### config.mk
export PLATFORM = sky130hd
export DESIGN_NAME = iterative_alu_flat
export DESIGN_NICKNAME = d
export VERILOG_FILES = /design/src/rtl/alu_pkg.sv /design/src/rtl/iterative_alu_if.sv /design/src/rtl/alu_core.sv /design/src/rtl/iterative_alu.sv /design/src/flat_wrapper.sv
export SDC_FILE = /design/constraint.sdc
export NUM_CORES = 1
export LEC_CHECK = 0
export BUFFER_PORTS_ARGS = -buffer_cell sky130_fd_sc_hd__buf_2
export CAP_MARGIN = 10
export CORE_ASPECT_RATIO = 0.7
export CORE_MARGIN = 10
export CORE_UTILIZATION = 55
export CTS_CLUSTER_DIAMETER = 60
export DETAILED_ROUTE_END_ITERATION = 6
export HOLD_SLACK_MARGIN = 0.06
export PLACE_DENSITY = 0.8
export SLEW_MARGIN = 20
export SYNTH_ARGS = -nofsm -noshare
export SYNTH_HDL_FRONTEND = slang
export SYNTH_SLANG_ARGS = --single-unit
export TNS_END_PERCENT = 20
### constraint.sdc
create_clock -name clk -period 7 [get_ports clk]
set_input_delay 1.4 -clock clk [delete_from_list [all_inputs] [get_ports clk]]
set_output_delay 1.4 -clock clk [all_outputs]
set_load 0.005 [all_outputs]
### src/rtl/alu_pkg.sv
// alu_pkg -- definitions shared by the iterative ALU and alu_control.
//   OP_*        4-bit ALU op codes. 1010-1111 are unassigned and execute as ADD.
//   state_t     sequencer states of iterative_alu.
//   is_shift_op true for the three ops that take the multi-cycle shift path.
package alu_pkg;

  localparam logic [3:0] OP_ADD  = 4'b0000;
  localparam logic [3:0] OP_SLL  = 4'b0001;
  localparam logic [3:0] OP_SLT  = 4'b0010;
  localparam logic [3:0] OP_SLTU = 4'b0011;
  localparam logic [3:0] OP_XOR  = 4'b0100;
  localparam logic [3:0] OP_SRL  = 4'b0101;
  localparam logic [3:0] OP_SRA  = 4'b0110;
  localparam logic [3:0] OP_OR   = 4'b0111;
  localparam logic [3:0] OP_AND  = 4'b1000;
  localparam logic [3:0] OP_SUB  = 4'b1001;

  typedef enum logic [1:0] {
    IDLE  = 2'd0,
    SHIFT = 2'd1,
    DONE  = 2'd2
  } state_t;

  function automatic logic is_shift_op(input logic [3:0] op);
    return (op == OP_SLL) || (op == OP_SRL) || (op == OP_SRA);
  endfunction

endpackage

### src/rtl/iterative_alu_if.sv
// iterative_alu_if -- request/response bundle of the iterative ALU.
//   Request : in_valid, in_ready, alu_controller[3:0], op_a, op_b
//   Response: out_valid, out_ready, result, zero
//   Status  : busy
// master = requester/consumer side, slave = the ALU.
interface iterative_alu_if #(
  parameter int XLEN = 32
);
  logic            in_valid;
  logic            in_ready;
  logic [3:0]      alu_controller;
  logic [XLEN-1:0] op_a;
  logic [XLEN-1:0] op_b;
  logic            out_valid;
  logic            out_ready;
  logic [XLEN-1:0] result;
  logic            zero;
  logic            busy;

  modport master (
    output in_valid, alu_controller, op_a, op_b, out_ready,
    input  in_ready, out_valid, result, zero, busy
  );

  modport slave (
    input  in_valid, alu_controller, op_a, op_b, out_ready,
    output in_ready, out_valid, result, zero, busy
  );
endinterface

### src/rtl/alu_core.sv
// alu_core -- combinational single-cycle ALU operations.
//   op  [3:0]  op code (alu_pkg::OP_*)
//   a, b       operands
//   y          result: ADD/SUB wrap, SLT/SLTU give 0/1 zero-extended.
// Shift codes and unassigned codes fall through to ADD; iterative_alu never
// takes a shift result from here.
module alu_core
  import alu_pkg::*;
#(
  parameter int XLEN = 32
) (
  input  logic [3:0]      op,
  input  logic [XLEN-1:0] a,
  input  logic [XLEN-1:0] b,
  output logic [XLEN-1:0] y
);

  logic signed [XLEN-1:0] a_s;
  logic signed [XLEN-1:0] b_s;
  logic                   lt_s;
  logic                   lt_u;

  assign a_s  = a;
  assign b_s  = b;
  assign lt_s = a_s < b_s;
  assign lt_u = a < b;

  always_comb begin
    y = a + b;
    case (op)
      OP_SUB:  y = a - b;
      OP_SLT:  y = {{(XLEN-1){1'b0}}, lt_s};
      OP_SLTU: y = {{(XLEN-1){1'b0}}, lt_u};
      OP_XOR:  y = a ^ b;
      OP_OR:   y = a | b;
      OP_AND:  y = a & b;
      default: y = a + b;
    endcase
  end

endmodule

### src/rtl/iterative_alu.sv
// iterative_alu -- ALU with single-cycle arithmetic/logic ops and a
// bit-serial shifter (one bit position per clock).
//   clk, rst_n   clock, synchronous active-low reset
//   bus (slave)  in_valid/in_ready request handshake with alu_controller,
//                op_a, op_b (op_b[SHAMT_W-1:0] = shift amount);
//                out_valid/out_ready response handshake with registered
//                result and zero; busy = not IDLE.
// One operation in flight; DONE always returns to IDLE for a cycle before
// the next request can be taken.
module iterative_alu
  import alu_pkg::*;
#(
  parameter int XLEN    = 32,
  parameter int SHAMT_W = 5
) (
  input  logic            clk,
  input  logic            rst_n,
  iterative_alu_if.slave  bus
);

  state_t               state;
  logic [SHAMT_W-1:0]   cnt;
  logic [XLEN-1:0]      work;
  logic [3:0]           op_q;
  logic [XLEN-1:0]      result_q;
  logic                 zero_q;

  logic                 accept;
  logic [SHAMT_W-1:0]   shamt;
  logic [XLEN-1:0]      core_y;
  logic [XLEN-1:0]      shift_nxt;

  assign accept = bus.in_valid && (state == IDLE);
  assign shamt  = bus.op_b[SHAMT_W-1:0];

  alu_core #(.XLEN(XLEN)) u_core (
    .op (bus.alu_controller),
    .a  (bus.op_a),
    .b  (bus.op_b),
    .y  (core_y)
  );

  // One-bit step of the shift held in op_q; SRA copies the sign bit down.
  always_comb begin
    shift_nxt = work;
    case (op_q)
      OP_SLL:  shift_nxt = {work[XLEN-2:0], 1'b0};
      OP_SRL:  shift_nxt = {1'b0, work[XLEN-1:1]};
      OP_SRA:  shift_nxt = {work[XLEN-1], work[XLEN-1:1]};
      default: shift_nxt = work;
    endcase
  end

  always_ff @(posedge clk) begin
    if (!rst_n) begin
      state    <= IDLE;
      cnt      <= '0;
      work     <= '0;
      op_q     <= OP_ADD;
      result_q <= '0;
      zero_q   <= 1'b1;
    end else begin
      case (state)
        // Accept: operands are used only here (or copied into work), so
        // later changes on the request inputs cannot affect the result.
        IDLE: begin
          if (accept) begin
            op_q <= bus.alu_controller;
            if (is_shift_op(bus.alu_controller) && (shamt != '0)) begin
              work  <= bus.op_a;
              cnt   <= shamt;
              state <= SHIFT;
            end else if (is_shift_op(bus.alu_controller)) begin
              result_q <= bus.op_a;
              zero_q   <= (bus.op_a == '0);
              state    <= DONE;
            end else begin
              result_q <= core_y;
              zero_q   <= (core_y == '0);
              state    <= DONE;
            end
          end
        end
        // Shift: the step that takes cnt from 1 to 0 is the last one, so its
        // value goes straight to the result register.
        SHIFT: begin
          work <= shift_nxt;
          cnt  <= cnt - SHAMT_W'(1);
          if (cnt == SHAMT_W'(1)) begin
            result_q <= shift_nxt;
            zero_q   <= (shift_nxt == '0);
            state    <= DONE;
          end
        end
        // Done: hold the result until the consumer takes it.
        DONE: begin
          if (bus.out_ready) state <= IDLE;
        end
        default: state <= IDLE;
      endcase
    end
  end

  assign bus.in_ready  = (state == IDLE);
  assign bus.out_valid = (state == DONE);
  assign bus.busy      = (state != IDLE);
  assign bus.result    = result_q;
  assign bus.zero      = zero_q;

endmodule
### src/flat_wrapper.sv
// flat-port wrapper written by rule: the top's interface ports become plain ports
module iterative_alu_flat import alu_pkg::*;
#(
  parameter int XLEN    = 32,
  parameter int SHAMT_W = 5
)
  (clk, rst_n, bus_in_valid, bus_alu_controller, bus_op_a, bus_op_b, bus_out_ready, bus_in_ready, bus_out_valid, bus_result, bus_zero, bus_busy);
  iterative_alu_if #(.XLEN(XLEN)) bus_i ();
  input  logic clk;
  input  logic rst_n;
  input wire logic [$bits(bus_i.in_valid)-1:0] bus_in_valid;
  input wire logic [$bits(bus_i.alu_controller)-1:0] bus_alu_controller;
  input wire logic [$bits(bus_i.op_a)-1:0] bus_op_a;
  input wire logic [$bits(bus_i.op_b)-1:0] bus_op_b;
  input wire logic [$bits(bus_i.out_ready)-1:0] bus_out_ready;
  output wire logic [$bits(bus_i.in_ready)-1:0] bus_in_ready;
  output wire logic [$bits(bus_i.out_valid)-1:0] bus_out_valid;
  output wire logic [$bits(bus_i.result)-1:0] bus_result;
  output wire logic [$bits(bus_i.zero)-1:0] bus_zero;
  output wire logic [$bits(bus_i.busy)-1:0] bus_busy;
  assign bus_i.in_valid = bus_in_valid;
  assign bus_i.alu_controller = bus_alu_controller;
  assign bus_i.op_a = bus_op_a;
  assign bus_i.op_b = bus_op_b;
  assign bus_i.out_ready = bus_out_ready;
  assign bus_in_ready = bus_i.in_ready;
  assign bus_out_valid = bus_i.out_valid;
  assign bus_result = bus_i.result;
  assign bus_zero = bus_i.zero;
  assign bus_busy = bus_i.busy;
  iterative_alu #(.XLEN(XLEN), .SHAMT_W(SHAMT_W)) u_core (.clk(clk), .rst_n(rst_n), .bus(bus_i));
endmodule
After elaboration in Yosys (flattened, before gate mapping). Index checks and enable logic that the tools add are counted.

$add $sub $neg: 3. $mul: 0. Divide/modulo/power cells: 0. $lt $le $gt $ge: 2. Equal/unequal tests: 20. Shift-type cells: 0. Mux-type cells: 23. Bitwise operators: 3. Reduce and logical (&&, ||, !) cells: 15.

Operators by type and width (number): $mux 32 (6); $pmux 32 s6 (1); $pmux 32 s2 (2); $logic_not 32->1 (3); $pmux 32 s3 (1); $lt 32x32->1 (2); $add 32x32->32 (1); $and 32x32->32 (1); $or 32x32->32 (1); $sub 32x32->32 (1); $xor 32x32->32 (1); $eq 4x3->1 const B (6); $mux 5 (2); $pmux 5 s2 (1); $eq 4x1->1 const B (2); $eq 4x2->1 const B (2); $eq 4x4->1 const B (2); $mux 2 (4); $ne 2x1->1 const B (3); $pmux 2 s3 (1); $reduce_and 3->1 (2); $eq 5x1->1 const B (1); $reduce_bool 5->1 (1); $sub 5x1->5 const B (1); other kinds (11) (18).

Register bits: 76. Latch bits: 0. Memory bits (writable): 0. Memory bits (read-only): 0. Input bits: 72. Memories kept: 0.

Logic depth before layout (Yosys ltp).
Word-level depth: 7. Depth in mapped cells: 15. Mapped depth without buffers: 15.

Hierarchy. A second synthesis with hierarchy kept.

Cells, all modules: 1405. Area, all modules: 9621.7 sq um.

Modules (own cells, without submodules): alu_core (times used 1, cells an instance 781, area each 5079.9 sq um, seq. area each 0.0 sq um); iterative_alu (times used 1, cells an instance 624, area each 4541.9 sq um, seq. area each 1521.5 sq um).

Least setup slack after synthesis. OpenSTA, ideal clock, no wires.

Path type: input-to-reg. Start point: in bus_op_a[0]. End point: reg u_core.zero_q, in the netlist u_core.bus.zero. Data arrival time: 4.255 ns. Required time: 6.916 ns. Slack: 2.660 ns. Cell stages on the path: 15. Cell sequence: inv_1 -> ha_1 -> inv_1 -> fa_1 -> nand2b_4 -> a2111o_1 -> a21oi_2 -> a211oi_4 -> o21ai_2 -> a211o_1 -> and3_1 -> or4b_1 -> nor4_2 -> nand4_1 -> o31ai_2.

Cells in the longest elaborated chain, start to end: 7.

RTL lines: start, declared (RTL line flat_wrapper.sv:13) `input wire logic [$bits(bus_i.op_a)-1:0] bus_op_a;`; $add 32x32->32 (tied with other cells) (RTL line alu_core.sv:37) `default: y = a + b;`; $pmux 32 s6 (RTL line alu_core.sv:30) `case (op)`; $logic_not 32->1 (RTL line iterative_alu.sv:79) `zero_q <= (core_y == '0);`; $mux 1 (*) (RTL line iterative_alu.sv:73) `end else if (is_shift_op(bus.alu_controller)) begin`; $mux 1 (*) (RTL line iterative_alu.sv:69) `if (is_shift_op(bus.alu_controller) && (shamt != '0)) begin`; $mux 1 (*) (RTL line iterative_alu.sv:67) `if (accept) begin`; $pmux 1 s2 (*) (RTL line iterative_alu.sv:63) `case (state)`; end signal, assigned (RTL line iterative_alu.sv:75) `zero_q <= (bus.op_a == '0);`; end signal, assigned (RTL line iterative_alu.sv:79); end signal, assigned (RTL line iterative_alu.sv:91) `zero_q <= (shift_nxt == '0);`; end, declared (RTL line iterative_alu.sv:26) `logic zero_q;`.

Mark *: on every way between the ends. The rest lies on a longest branch, timed or not. The select of a mux whose other input is x is not followed. A chain may end at the register's enable or synchronous reset.

Worst setup path in the final report.
Start point: in bus_op_a[10]. End point: reg u_core.zero_q, in the netlist u_core.bus.zero.

Same word-level chain as after synthesis.

==> impl_summary.log <==
INFO  metric worstMarginPinSlew = 1130 ps
INFO  metric synth_flop_cell = sky130_fd_sc_hd__dfxtp_1
INFO  metric setup.worst_path.start = bus_op_a[10]
INFO  metric fin_skew = 7.62 ps
INFO  metric holdCritPathClass = reg -> reg
INFO  metric final_common_cell = sky130_fd_sc_hd__a21oi_1
INFO  metric layout.nets = 1,672
INFO  metric initial_utilization = 55.7%
INFO  metric post_route_wl = 40.8 mm
INFO  metric clock_tree.htree_level_count = 3
INFO  metric worstSetupEndpoint = u_core.bus.zero$_SDFFE_PN1P_
INFO  metric drtAntennaViolNets = 0
INFO  metric post_synth_design_cell_area = 10,000 µm²
INFO  metric outcome = finished clean
INFO  metric clk_root_buffer_cell = sky130_fd_sc_hd__clkbuf_16
INFO  metric tritoncts = built
INFO  metric floorplan_row_count = 41
INFO  metric synth_cell_types = 91
INFO  metric syn-num-nets = 1,641
INFO  metric worstPathMaxFanout = 15
INFO  metric final.setup.tns = 0 ps
INFO  metric antenna_cells = 0
INFO  metric cts_hold_buf = 0
INFO  metric async_reset_ff_share = 0%
INFO  metric drcViolationCount = 0
INFO  metric layout_common_cells = sky130_fd_sc_hd__a21oi_1 (191), sky130_fd_sc_hd__nor2_1 (162), sky130_fd_sc_hd__nand2_1 (125)
INFO  metric worst_slew_margin_rel = 24.5%
INFO  metric cts_inserted_buffers = 9
INFO  metric critical_path.startpoint_type = input port
INFO  metric path_clk_slew = 60 ps
INFO  metric report.final.slew_viol_count = 0
INFO  metric global_route.overflow_total = 0
INFO  metric chipHeight = 133 µm
INFO  metric setup-violations-final = 0
INFO  metric worst_ir_drop_on_vdd = 0.216 mV
INFO  metric postSynthCellCount = 1,469
INFO  metric placement.io_buffers = 107
INFO  metric first_global_vias = 11,185
INFO  metric period_needed = 5260 ps
INFO  metric worstSkewPairLatency = 350 ps
INFO  metric timing.final.hold_violations = 0
INFO  metric holdCritStartpoint = u_core.bus.result[31]$_SDFFE_PN0P_
INFO  metric cts_resized = 0
INFO  metric r2r.worst_path.cells = 8
INFO  metric route.detailed.wl_per_inst = 23.4 µm
INFO  metric worst_r2r_endpoint = u_core.bus.result[30]$_SDFFE_PN0P_
INFO  metric setup_repair_after_global_routing_missed_its_margin = false
INFO  metric timing.final.crit_share = 75.1%
INFO  metric cts-root-to-sink-buffers = 2
INFO  metric via_per_inst = 6.94
INFO  metric synth_edf_count = 0
INFO  metric grt_antenna_before_repair = 1
INFO  metric core_area = 18,000 µm²
INFO  metric critPathRequiredTime = 7270 ps
INFO  metric drt_iter0_markers = 2,006
INFO  metric worstReg2RegStart = u_core.cnt[0]$_SDFFE_PN0P_
INFO  metric io_pins = 108
INFO  metric routed-via-count = 12,085
INFO  metric achievable-frequency = 190 MHz
INFO  metric detail_route.first_pass.iterations = 6
INFO  metric drv.max_cap_violation_count = 0
INFO  metric yosysWarningCount = 0
INFO  metric clkSinkCount = 76
INFO  metric grt_first_pass_wirelength = 64.0 mm
INFO  metric floorplan.die_area = 24,100 µm²
INFO  metric flow.area_growth_from_synthesis = 8.38%
INFO  metric die_x = 181 µm
INFO  metric critical_path.endpoint_type = register
INFO  metric post-dp-hpwl = 30.9 mm
INFO  metric post-cts-setup-buffer-count = 0
INFO  metric power_density = 187 nW/µm²
INFO  metric pin_count_of_the_biggest_net_entering_global_routing = 67
INFO  metric leakage = 4.68 nW
INFO  metric grt_use_total = 32.2%
INFO  metric post_route_cells_drive_above_1_share = 12.7%
INFO  metric gpl.final_weighted_congestion = 1.07
INFO  metric critPathKind = in -> reg
INFO  metric avgSynthCellArea = 6.81 µm²
INFO  metric synth.yosys.seq_area_share = 15.2%
INFO  metric timing.critical_path.arrival = 5520 ps
INFO  metric design_power_total = 0.00202 W
INFO  metric postSynthRegisterBits = 76
INFO  metric ff2ff_setup_slack = 3610 ps
-- worst max-delay path, cell delays in order --
cell and delay (ps):
sky130_fd_sc_hd__buf_2 220, sky130_fd_sc_hd__inv_1 70, sky130_fd_sc_hd__ha_1 570, sky130_fd_sc_hd__nand4_1 350, sky130_fd_sc_hd__or3_1 450, sky130_fd_sc_hd__nor3_1 300
sky130_fd_sc_hd__o31ai_1 230, sky130_fd_sc_hd__o21bai_1 220, sky130_fd_sc_hd__o2111ai_1 120, sky130_fd_sc_hd__o21ai_0 550, sky130_fd_sc_hd__nand3b_1 150, sky130_fd_sc_hd__nor4_1 500
sky130_fd_sc_hd__nand4_1 180, sky130_fd_sc_hd__o31ai_2 190
-- sequential cells by signal, indices dropped and copies added (netlist names) --
register / flops
u_core.state: 2
u_core.op_q: 4
u_core.cnt: 5
u_core.bus.result: 32
u_core.bus.zero: 1
u_core.work: 32
-- final cells by class --
class	count	area (µm²)
Clock buffer	11	243
Clock inverter	5	36.3
Fill cell	1722	7110
Inverter	103	387
Multi-Input combinational cell	1187	7700
Sequential cell	76	1520
Tap cell	236	295
Timing Repair Buffer	123	656
-- cells in the mapped netlist (5+ instances only) --
master | instances | area (µm²)
sky130_fd_sc_hd__dfxtp_1 | 76 | 1520
sky130_fd_sc_hd__mux2i_1 | 11 | 110
sky130_fd_sc_hd__or2_2 | 7 | 43.8
sky130_fd_sc_hd__o211a_1 | 10 | 100
sky130_fd_sc_hd__a21o_1 | 15 | 113
sky130_fd_sc_hd__a221o_1 | 7 | 70.1
sky130_fd_sc_hd__a21oi_1 | 191 | 956
sky130_fd_sc_hd__o21a_1 | 6 | 45.0
sky130_fd_sc_hd__a211o_1 | 9 | 78.8
sky130_fd_sc_hd__o221ai_1 | 6 | 52.6
sky130_fd_sc_hd__o211ai_1 | 48 | 360
sky130_fd_sc_hd__nor3_1 | 46 | 230
sky130_fd_sc_hd__nand2_1 | 125 | 469
sky130_fd_sc_hd__clkbuf_1 | 79 | 297
sky130_fd_sc_hd__o21bai_1 | 6 | 45.0
sky130_fd_sc_hd__inv_1 | 100 | 375
sky130_fd_sc_hd__or3_1 | 9 | 56.3
sky130_fd_sc_hd__a211oi_1 | 40 | 300
sky130_fd_sc_hd__nand4_1 | 21 | 131
sky130_fd_sc_hd__xnor2_1 | 5 | 43.8
sky130_fd_sc_hd__and3_1 | 17 | 106
sky130_fd_sc_hd__and2_1 | 9 | 56.3
sky130_fd_sc_hd__nor4_1 | 19 | 119
sky130_fd_sc_hd__nor2b_1 | 16 | 100
sky130_fd_sc_hd__a22oi_1 | 22 | 165
sky130_fd_sc_hd__ha_1 | 98 | 1230
sky130_fd_sc_hd__o21ai_0 | 87 | 435
sky130_fd_sc_hd__buf_2 | 16 | 80.1
sky130_fd_sc_hd__buf_4 | 5 | 37.5
sky130_fd_sc_hd__a22o_1 | 21 | 184
sky130_fd_sc_hd__nand3_1 | 34 | 170
sky130_fd_sc_hd__o31ai_1 | 12 | 90.1
sky130_fd_sc_hd__a31oi_1 | 13 | 81.3
sky130_fd_sc_hd__a2bb2oi_1 | 5 | 43.8
sky130_fd_sc_hd__a221oi_1 | 7 | 61.3
sky130_fd_sc_hd__nor2_1 | 163 | 612
sky130_fd_sc_hd__nand2b_1 | 13 | 81.3
sky130_fd_sc_hd__o22ai_1 | 5 | 31.3
-- stage by stage --
stage	hold WS (ps)	utilization (%)	worst slack [ps]	instance area (µm²)	instances
finish	453	60.4	1740	10800	1741
detailed placement	445	58.8	1630	10600	1725
global route	476	60.4	1680	10800	1741
CTS	454	60.3	1950	10800	1741
global placement	441	58.8	1580	10600	1725
floorplan	453	-	2660	10000	1469
-- cell families after synthesis --
kind of cell / after synthesis / share of synthesized area (%)
AND/OR/NAND/NOR: 504 / 24.2
XOR/XNOR: 6 / 0.525
AO/OA/AOI/OAI: 563 / 37.7
multiplexers: 14 / 1.44
buffers and inverters: 206 / 8.27
flip-flops: 76 / 15.2
adder cells (fa/ha/maj): 100 / 12.7
-- layer usage --
metal / wire length [µm] / track usage, % / vias up
met2: 15900 / 45.2 / 943
met1: 17000 / 44.8 / 5576
li1: - / - / 5458
met4: 1430 / 10.1 / 2
met5: 17 / 0 / -
met3: 6380 / 11.0 / 106
-- worst min path at each step --
stage | to | slack [ps] | cells after the start
3_3_place_gp | u_core.bus.result[31]$_SDFFE_PN0P_ | 440 | 2
3_5_place_dp | u_core.bus.result[17]$_SDFFE_PN0P_ | 450 | 2
2_1_floorplan | u_core.bus.result[0]$_SDFFE_PN0P_ | 450 | 2
4_1_cts | u_core.bus.result[17]$_SDFFE_PN0P_ | 450 | 2
5_1_grt | u_core.bus.result[17]$_SDFFE_PN0P_ | 480 | 2
6_report | u_core.bus.result[31]$_SDFFE_PN0P_ | 450 | 2
-- where the power goes --
group | internal (W) | leakage, nW | switching [W]
clock network | 0.000251 | 0.128 | 0.000197
logic | 0.000350 | 3.93 | 0.000667
registers | 0.000501 | 0.624 | 0.0000570
No activity file was read; power rests on OpenSTA's default activity.
